### config.mk
export PLATFORM = sky130hd
export DESIGN_NAME = zcmt_dcache_arbiter
export DESIGN_NICKNAME = d
export VERILOG_FILES = /design/src/rtl/zcmt_pkg.sv /design/src/rtl/zcmt_rr_pick2.sv /design/src/rtl/zcmt_dcache_arbiter.sv
export SDC_FILE = /design/constraint.sdc
export NUM_CORES = 1
export LEC_CHECK = 0
export ABC_AREA = 0
export CAP_MARGIN = 0
export CELL_PAD_IN_SITES_DETAIL_PLACEMENT = 1
export CELL_PAD_IN_SITES_GLOBAL_PLACEMENT = 1
export CORE_AREA = 10 10 232 234
export DETAILED_ROUTE_END_ITERATION = 12
export DIE_AREA = 0 0 242 244
export PLACE_DENSITY = 0.59
export SYNTH_ARGS = -nofsm -noshare
export SYNTH_HDL_FRONTEND = slang
export SYNTH_SLANG_ARGS = --single-unit
### constraint.sdc
create_clock -name clk_i -period 5.6 [get_ports clk_i]
set_clock_uncertainty 0.2 [all_clocks]
set_input_delay 0.56 -clock clk_i [delete_from_list [all_inputs] [get_ports clk_i]]
set_output_delay 0.56 -clock clk_i [all_outputs]
set_load 0.03 [all_outputs]
### src/rtl/zcmt_pkg.sv
// -----------------------------------------------------------------------------
// zcmt_pkg
// Shared types for the ZCMT / LSU data-cache load-port arbiter.
//  - arb_state_e      : arbiter FSM states
//  - PORT_LSU/ZCMT    : port numbering used for owner / last-grant tracking
//  - arb_dcache_req_t : load request towards the data cache
//  - arb_dcache_rsp_t : load response from the data cache
// -----------------------------------------------------------------------------
package zcmt_pkg;

   localparam int XLEN               = 64;
   localparam int DCACHE_INDEX_WIDTH = 12;
   localparam int DCACHE_TAG_WIDTH   = 44;
   localparam int DCACHE_ID_WIDTH    = 2;

   localparam logic PORT_LSU  = 1'b0;
   localparam logic PORT_ZCMT = 1'b1;

   typedef enum logic [1:0] {
      IDLE,
      WAIT_GNT,
      WAIT_RSP,
      DRAIN
   } arb_state_e;

   typedef struct packed {
      logic [DCACHE_INDEX_WIDTH-1:0] address_index;
      logic [DCACHE_TAG_WIDTH-1:0]   address_tag;
      logic [XLEN-1:0]               data_wdata;
      logic                          data_req;
      logic                          data_we;
      logic [XLEN/8-1:0]             data_be;
      logic [1:0]                    data_size;
      logic [DCACHE_ID_WIDTH-1:0]    data_id;
      logic                          kill_req;
      logic                          tag_valid;
   } arb_dcache_req_t;

   typedef struct packed {
      logic                       data_gnt;
      logic                       data_rvalid;
      logic [DCACHE_ID_WIDTH-1:0] data_rid;
      logic [XLEN-1:0]            data_rdata;
   } arb_dcache_rsp_t;

endpackage

### src/rtl/zcmt_rr_pick2.sv
// -----------------------------------------------------------------------------
// zcmt_rr_pick2
// Combinational two-requester round-robin picker.
//  req_i[1:0] in  : request vector (bit 0 = LSU, bit 1 = ZCMT)
//  last_i     in  : port granted most recently
//  winner_o   out : selected port (only meaningful when valid_o)
//  valid_o    out : at least one request present
// -----------------------------------------------------------------------------
module zcmt_rr_pick2 (
   input  logic [1:0] req_i,
   input  logic       last_i,
   output logic       winner_o,
   output logic       valid_o
);

   assign valid_o  = |req_i;
   // With a single requester its index is simply req_i[1]; on a tie the port
   // that did not win last time goes first.
   assign winner_o = (&req_i) ? ~last_i : req_i[1];

endmodule

### src/rtl/zcmt_dcache_arbiter.sv
// -----------------------------------------------------------------------------
// zcmt_dcache_arbiter
// Shares one data-cache load port between the LSU load path (port 0) and the
// ZCMT jump-table fetcher (port 1). Round-robin grant, one transaction in
// flight, owner locked from grant until response, flush draining and a
// response watchdog.
//
// Ports
//  clk_i        in  : clock
//  rst_ni       in  : asynchronous active-low reset
//  flush_i      in  : pipeline flush, abandons the current transaction
//  lsu_req_i    in  : LSU load request
//  lsu_rsp_o    out : LSU response (gnt/rvalid only when LSU owns the port)
//  zcmt_req_i   in  : ZCMT table-fetch request
//  zcmt_rsp_o   out : ZCMT response (gnt/rvalid only when ZCMT owns the port)
//  dcache_req_o out : muxed request to the data cache
//  dcache_rsp_i in  : data-cache response
//  busy_o       out : arbiter not idle
//  timeout_o    out : one-cycle pulse when the watchdog aborts a transaction
// -----------------------------------------------------------------------------
module zcmt_dcache_arbiter
   import zcmt_pkg::*;
#(
   parameter type         dcache_req_i_t = arb_dcache_req_t,
   parameter type         dcache_req_o_t = arb_dcache_rsp_t,
   parameter int unsigned TIMEOUT_CYCLES = 256
) (
   input  logic          clk_i,
   input  logic          rst_ni,
   input  logic          flush_i,
   input  dcache_req_i_t lsu_req_i,
   output dcache_req_o_t lsu_rsp_o,
   input  dcache_req_i_t zcmt_req_i,
   output dcache_req_o_t zcmt_rsp_o,
   output dcache_req_i_t dcache_req_o,
   input  dcache_req_o_t dcache_rsp_i,
   output logic          busy_o,
   output logic          timeout_o
);

   localparam int unsigned     CNT_W    = $clog2(TIMEOUT_CYCLES);
   localparam logic [CNT_W-1:0] CNT_LAST = CNT_W'(TIMEOUT_CYCLES - 1);

   arb_state_e                 state_q, state_d;
   logic                       owner_q, owner_d;
   logic                       last_q, last_d;
   logic [DCACHE_ID_WIDTH-1:0] id_q, id_d;
   logic [CNT_W-1:0]           cnt_q, cnt_d;

   logic [1:0]    pick_req;
   logic          pick_winner;
   logic          pick_valid;
   dcache_req_i_t win_req;
   dcache_req_i_t own_req;
   dcache_req_i_t req_mux;
   logic          route_port;
   logic          fwd_gnt;
   logic          fwd_rvalid;
   logic          wd_fire;
   logic          rsp_match;
   logic          wd_expired;
   logic [CNT_W-1:0] cnt_inc;

   assign pick_req = {zcmt_req_i.data_req, lsu_req_i.data_req};

   zcmt_rr_pick2 u_pick (
      .req_i    (pick_req),
      .last_i   (last_q),
      .winner_o (pick_winner),
      .valid_o  (pick_valid)
   );

   assign win_req    = (pick_winner == PORT_ZCMT) ? zcmt_req_i : lsu_req_i;
   assign own_req    = (owner_q == PORT_ZCMT) ? zcmt_req_i : lsu_req_i;
   assign rsp_match  = dcache_rsp_i.data_rvalid && (dcache_rsp_i.data_rid == id_q);
   assign wd_expired = (cnt_q == CNT_LAST);
   // Counter holds at its terminal value instead of wrapping.
   assign cnt_inc    = wd_expired ? cnt_q : cnt_q + 1'b1;

   // Next-state logic and request/response steering.
   always_comb begin
      // NOTE: every variable gets a default before the case so that no path
      // leaves it unassigned; otherwise synthesis infers a latch.
      state_d    = state_q;
      owner_d    = owner_q;
      last_d     = last_q;
      id_d       = id_q;
      cnt_d      = cnt_q;
      req_mux    = '0;
      route_port = owner_q;
      fwd_gnt    = 1'b0;
      fwd_rvalid = 1'b0;
      wd_fire    = 1'b0;

      case (state_q)
         IDLE: begin
            // Stray rvalids (including ones outstanding across reset) are
            // ignored here simply by never looking at them.
            if (pick_valid) begin
               route_port = pick_winner;
               req_mux    = win_req;
               fwd_gnt    = dcache_rsp_i.data_gnt;
               owner_d    = pick_winner;
               last_d     = pick_winner;
               id_d       = win_req.data_id;
               cnt_d      = '0;
               state_d    = dcache_rsp_i.data_gnt ? WAIT_RSP : WAIT_GNT;
            end
         end

         WAIT_GNT: begin
            req_mux = own_req;
            if (flush_i || !own_req.data_req) begin
               req_mux.data_req = 1'b0;
               state_d          = IDLE;
            end else if (dcache_rsp_i.data_gnt) begin
               fwd_gnt = 1'b1;
               cnt_d   = '0;
               state_d = WAIT_RSP;
            end
         end

         WAIT_RSP: begin
            // Tag phase: keep the owner's tag fields flowing, never re-request.
            req_mux          = own_req;
            req_mux.data_req = 1'b0;
            cnt_d            = cnt_inc;
            if (rsp_match) begin
               fwd_rvalid = 1'b1;
               state_d    = IDLE;
            end else if (wd_expired) begin
               wd_fire = 1'b1;
               state_d = IDLE;
            end else if (flush_i) begin
               req_mux.kill_req = 1'b1;
               state_d          = DRAIN;
            end
         end

         DRAIN: begin
            // Response still owed by the cache; swallow it before re-arbitrating.
            cnt_d = cnt_inc;
            if (rsp_match) begin
               state_d = IDLE;
            end else if (wd_expired) begin
               wd_fire = 1'b1;
               state_d = IDLE;
            end
         end

         default: state_d = IDLE;
      endcase
   end

   // Output drive; everything is held at zero while reset is asserted.
   always_comb begin
      lsu_rsp_o    = '0;
      zcmt_rsp_o   = '0;
      dcache_req_o = '0;
      busy_o       = 1'b0;
      timeout_o    = 1'b0;
      if (rst_ni) begin
         dcache_req_o           = req_mux;
         busy_o                 = (state_q != IDLE);
         timeout_o              = wd_fire;
         lsu_rsp_o.data_rid     = dcache_rsp_i.data_rid;
         lsu_rsp_o.data_rdata   = dcache_rsp_i.data_rdata;
         zcmt_rsp_o.data_rid    = dcache_rsp_i.data_rid;
         zcmt_rsp_o.data_rdata  = dcache_rsp_i.data_rdata;
         if (route_port == PORT_ZCMT) begin
            zcmt_rsp_o.data_gnt    = fwd_gnt;
            zcmt_rsp_o.data_rvalid = fwd_rvalid;
         end else begin
            lsu_rsp_o.data_gnt    = fwd_gnt;
            lsu_rsp_o.data_rvalid = fwd_rvalid;
         end
      end
   end

   // NOTE: sequential state uses non-blocking assignments so all registers
   // update together from pre-edge values, independent of statement order.
   always_ff @(posedge clk_i or negedge rst_ni) begin
      if (!rst_ni) begin
         state_q <= IDLE;
         owner_q <= PORT_LSU;
         last_q  <= PORT_ZCMT;
         id_q    <= '0;
         cnt_q   <= '0;
      end else begin
         state_q <= state_d;
         owner_q <= owner_d;
         last_q  <= last_d;
         id_q    <= id_d;
         cnt_q   <= cnt_d;
      end
   end

endmodule

==> run_results.csv <==
group,metric,value,unit
status,status,"completed",
clock_network,cts_setup_buffers,0,
timing,setup_viol,0,
power,irDropWorstVdd,0.3174,mV
clock_network,clk_pin_slew,0.05,ns
timing,max_freq,0.2346,GHz
drt,firstDrtPassIters,4,
grt,grt_first_pass_wirelength,51850,um
timing,hold_viol,0,
place,place.gp.congestion,0.8926,
synthesis,yosys_register_bits,14,
clock_network,cts_sinks,14,
synthesis,synth-edff-count,0,
floorplanning,die_h,244,um
synthesis,syn_inst,572,
min_path,hp-class,"in2async",
timing,maxSlewViolCount,0,
power,p_leak,3.577,nW
clock_network,cts_tree,"done",
timing,final.setup.tns,0,ns
place,io_buffers,616,
clock_network,h-tree-depth,1,
clock_network,clk_path_buf_depth,2,
synthesis,syn_nets,916,
synthesis,synth_ff_type,"dfrtp_1",
grt,grt_use_total,0.1154,
clock_network,numCtsBuffers,3,
clock_network,clkLatencyLatePin,0.25,ns
synthesis,ys_types,45,
timing,worstMarginPinSlew,1.010,ns
timing,fin_crit_sh,0.7612,
drt,viasPerCell,3.594,
grt,grt_max_degree,85,
critical_path,startpoint_type,"input port",
timing,rsz0062_at_grt,"false",
critical_path,arrival,3.50,ns
drt,num_vias,6286,
drt,wl_per_cell,21.33,um
cells_and_area,area_delta_synth_final,172.5,%
place,place_area,0.01002,mm2
floorplanning,dieArea,0.05905,mm2
synthesis,synth_seq_area_share,0.09474,
critical_path,end_kind,"primary output",
floorplanning,start_util,0.07504,
synthesis,avgSynthCellArea,6.488,um2
grt,grt_pass1_vias,6861,
synthesis,yosys_warnings,0,
critical_path,critical_path_class,"in2out",
power,power_density,373.3,mW/mm2
cells_and_area,fin_area,0.01011,mm2
synthesis,yosysTopAreaCell,"a22oi_1",
timing,hold-worst-slack,0.06336,ns
synthesis,async_reset_ff_frac,1.000,
drt,finalWirelength,37310,um
timing,relSlewSlack,0.3267,
clock_network,cts_hold_buf,0,
cells_and_area,drive_gt1_frac,0.01673,
floorplanning,top_level_ports,617,
synthesis,synth_area_leaders,"a22oi_1 (27%), buf_4 (16%), nor2_1 (15%)",
critical_path,cp_max_fo,54,
floorplanning,num_rows,82,
place,post-place-ws,1.332,ns
grt,antenna_found_initial,5,
run,timing.max_cap.violations,0,
floorplanning,core_area,0.04945,mm2
synthesis,synth.cell_area,0.003711,mm2
drt,ant_nets,0,
synthesis,synth_top_area_share,0.2711,
grt,globalRouteOverflowTotal,0,
critical_path,required,4.84,ns
clock_network,cts-root-buf,"clkbuf_16",
cells_and_area,fillCellCount,5966,
place,dp_hpwl,32410,um
timing,fin_ws,1.337,ns
floorplanning,die_width,242,um
timing,min_period,4.263,ns
clock_network,postCtsResizedCells,0,
drt,drc,0,
cells_and_area,fin_nets,1421,
power,power,0.003775,W
drt,first_iter_violations,312,
[power by group]
group | total [W] | switching, W | internal [W]
sequential | 0.000208 | 0.0000708 | 0.000137
combinational | 0.00341 | 0.00205 | 0.00136
clock | 0.000155 | 0.0000464 | 0.000109
total | 0.00377 | 0.00217 | 0.00160
[final cells by class]
class                           instances  area, um2  share of cell area
Antenna cell                            1      2.502           0.0002475
Clock buffer                            4      88.84            0.008785
Inverter                                2      7.507           0.0007424
Multi-Input combinational cell        433       2570              0.2541
Sequential cell                        14      351.6             0.03477
Tap cell                              672      840.8             0.08315
Timing Repair Buffer                  623       6251              0.6182
[sequential cells by signal, indices dropped and copies added (netlist names)]
signal,count
state_q,2
id_q,2
owner_q,1
last_q,1
cnt_q,8
[worst paths after layout]
path	depth (start not counted)	from	to	slack, ns
min in group clk_i	2	last_q$_DFFE_PN1P_	last_q$_DFFE_PN1P_	0.36
min reg2reg	2	last_q$_DFFE_PN1P_	last_q$_DFFE_PN1P_	0.36
min	1	rst_ni	id_q[0]$_DFFE_PN0P_	0.06
max	7	zcmt_req_i[15]	dcache_req_o[129]	1.34
max reg2reg	4	state_q[1]$_DFFE_PN0P_	owner_q$_DFF_PN0_	3.50
max in group asynchronous	2	rst_ni	cnt_q[4]$_DFFE_PN0P_	4.23
[cells in the final DEF, fill, tap and decap left out, drive strengths merged, types with 2 or more instances in the layout]
cell and n:
nand3 3, nand3b 2, a31oi 2, clkdlybuf4s50 615, a22oi 134, nand4 5, dfrtp 13, a21oi 6
mux2 2, a21o 2, inv 2, a21boi 4, mux2i 3, xnor2 8, xor2 2, clkbuf 4
nor2 153, and2 67, nand2 10, o21ai 4, buf 8, and3 3, nor4 3, nor2b 3
[synth_stat cells, types with 2 or more instances]
master	number
nor2b_1	3
nand3_1	3
mux2i_1	3
a31oi_1	2
a21o_1	2
a21boi_0	3
mux2_2	2
buf_4	77
o21ai_0	4
buf_2	16
clkbuf_1	26
nand2_1	10
nor4_1	3
nor2_1	153
xor2_1	2
a22oi_1	134
nand4_1	5
buf_6	3
xnor2_1	8
and3_1	3
a21oi_1	6
nand3b_1	2
dfrtp_1	13
inv_1	2
and2_1	67
[metrics by stage]
stage / utilization / std cells
after floorplan: - / 572
after global placement: 0.2026 / 1744
after detailed placement: 0.2026 / 1744
after CTS: 0.2044 / 1748
after global routing: 0.2044 / 1748
final: 0.2045 / 1749
[routing by layer]
layer | GRT usage | routed length, um | part of all wire
met3 | 0.03924 | 3138 | 0.084
met4 | 0.007028 | 150 | 0.0040
met2 | 0.2085 | 18730 | 0.50
met5 | 0 | 9 | 0.00024
met1 | 0.1350 | 15280 | 0.41
[logic make-up (layout without fill, tap and decap cells)]
| kind of cell | count (synthesis) | count (layout) | synth area share |
|---|---|---|---|
| buffers and inverters | 125 | 629 | 0.2158 |
| adders and majority gates | 1 | 1 | 0.003371 |
| other | 0 | 1 | 0 |
| DFF | 14 | 14 | 0.09474 |
| AOI/OAI and AO/OA | 164 | 164 | 0.3318 |
| muxes | 5 | 5 | 0.01416 |
| xor gates and xnor gates | 10 | 10 | 0.02360 |
| and+or+nand+nor | 253 | 253 | 0.3166 |
[worst max-delay path, cell delays in order]
cell             delay (ns)
clkdlybuf4s50_1        0.58
a21boi_2               0.47
mux2_4                 0.27
buf_4                  0.50
a22oi_1                0.16
nor2_1                 0.15
clkdlybuf4s50_1        0.72
Power figures use the tool's default switching activity.
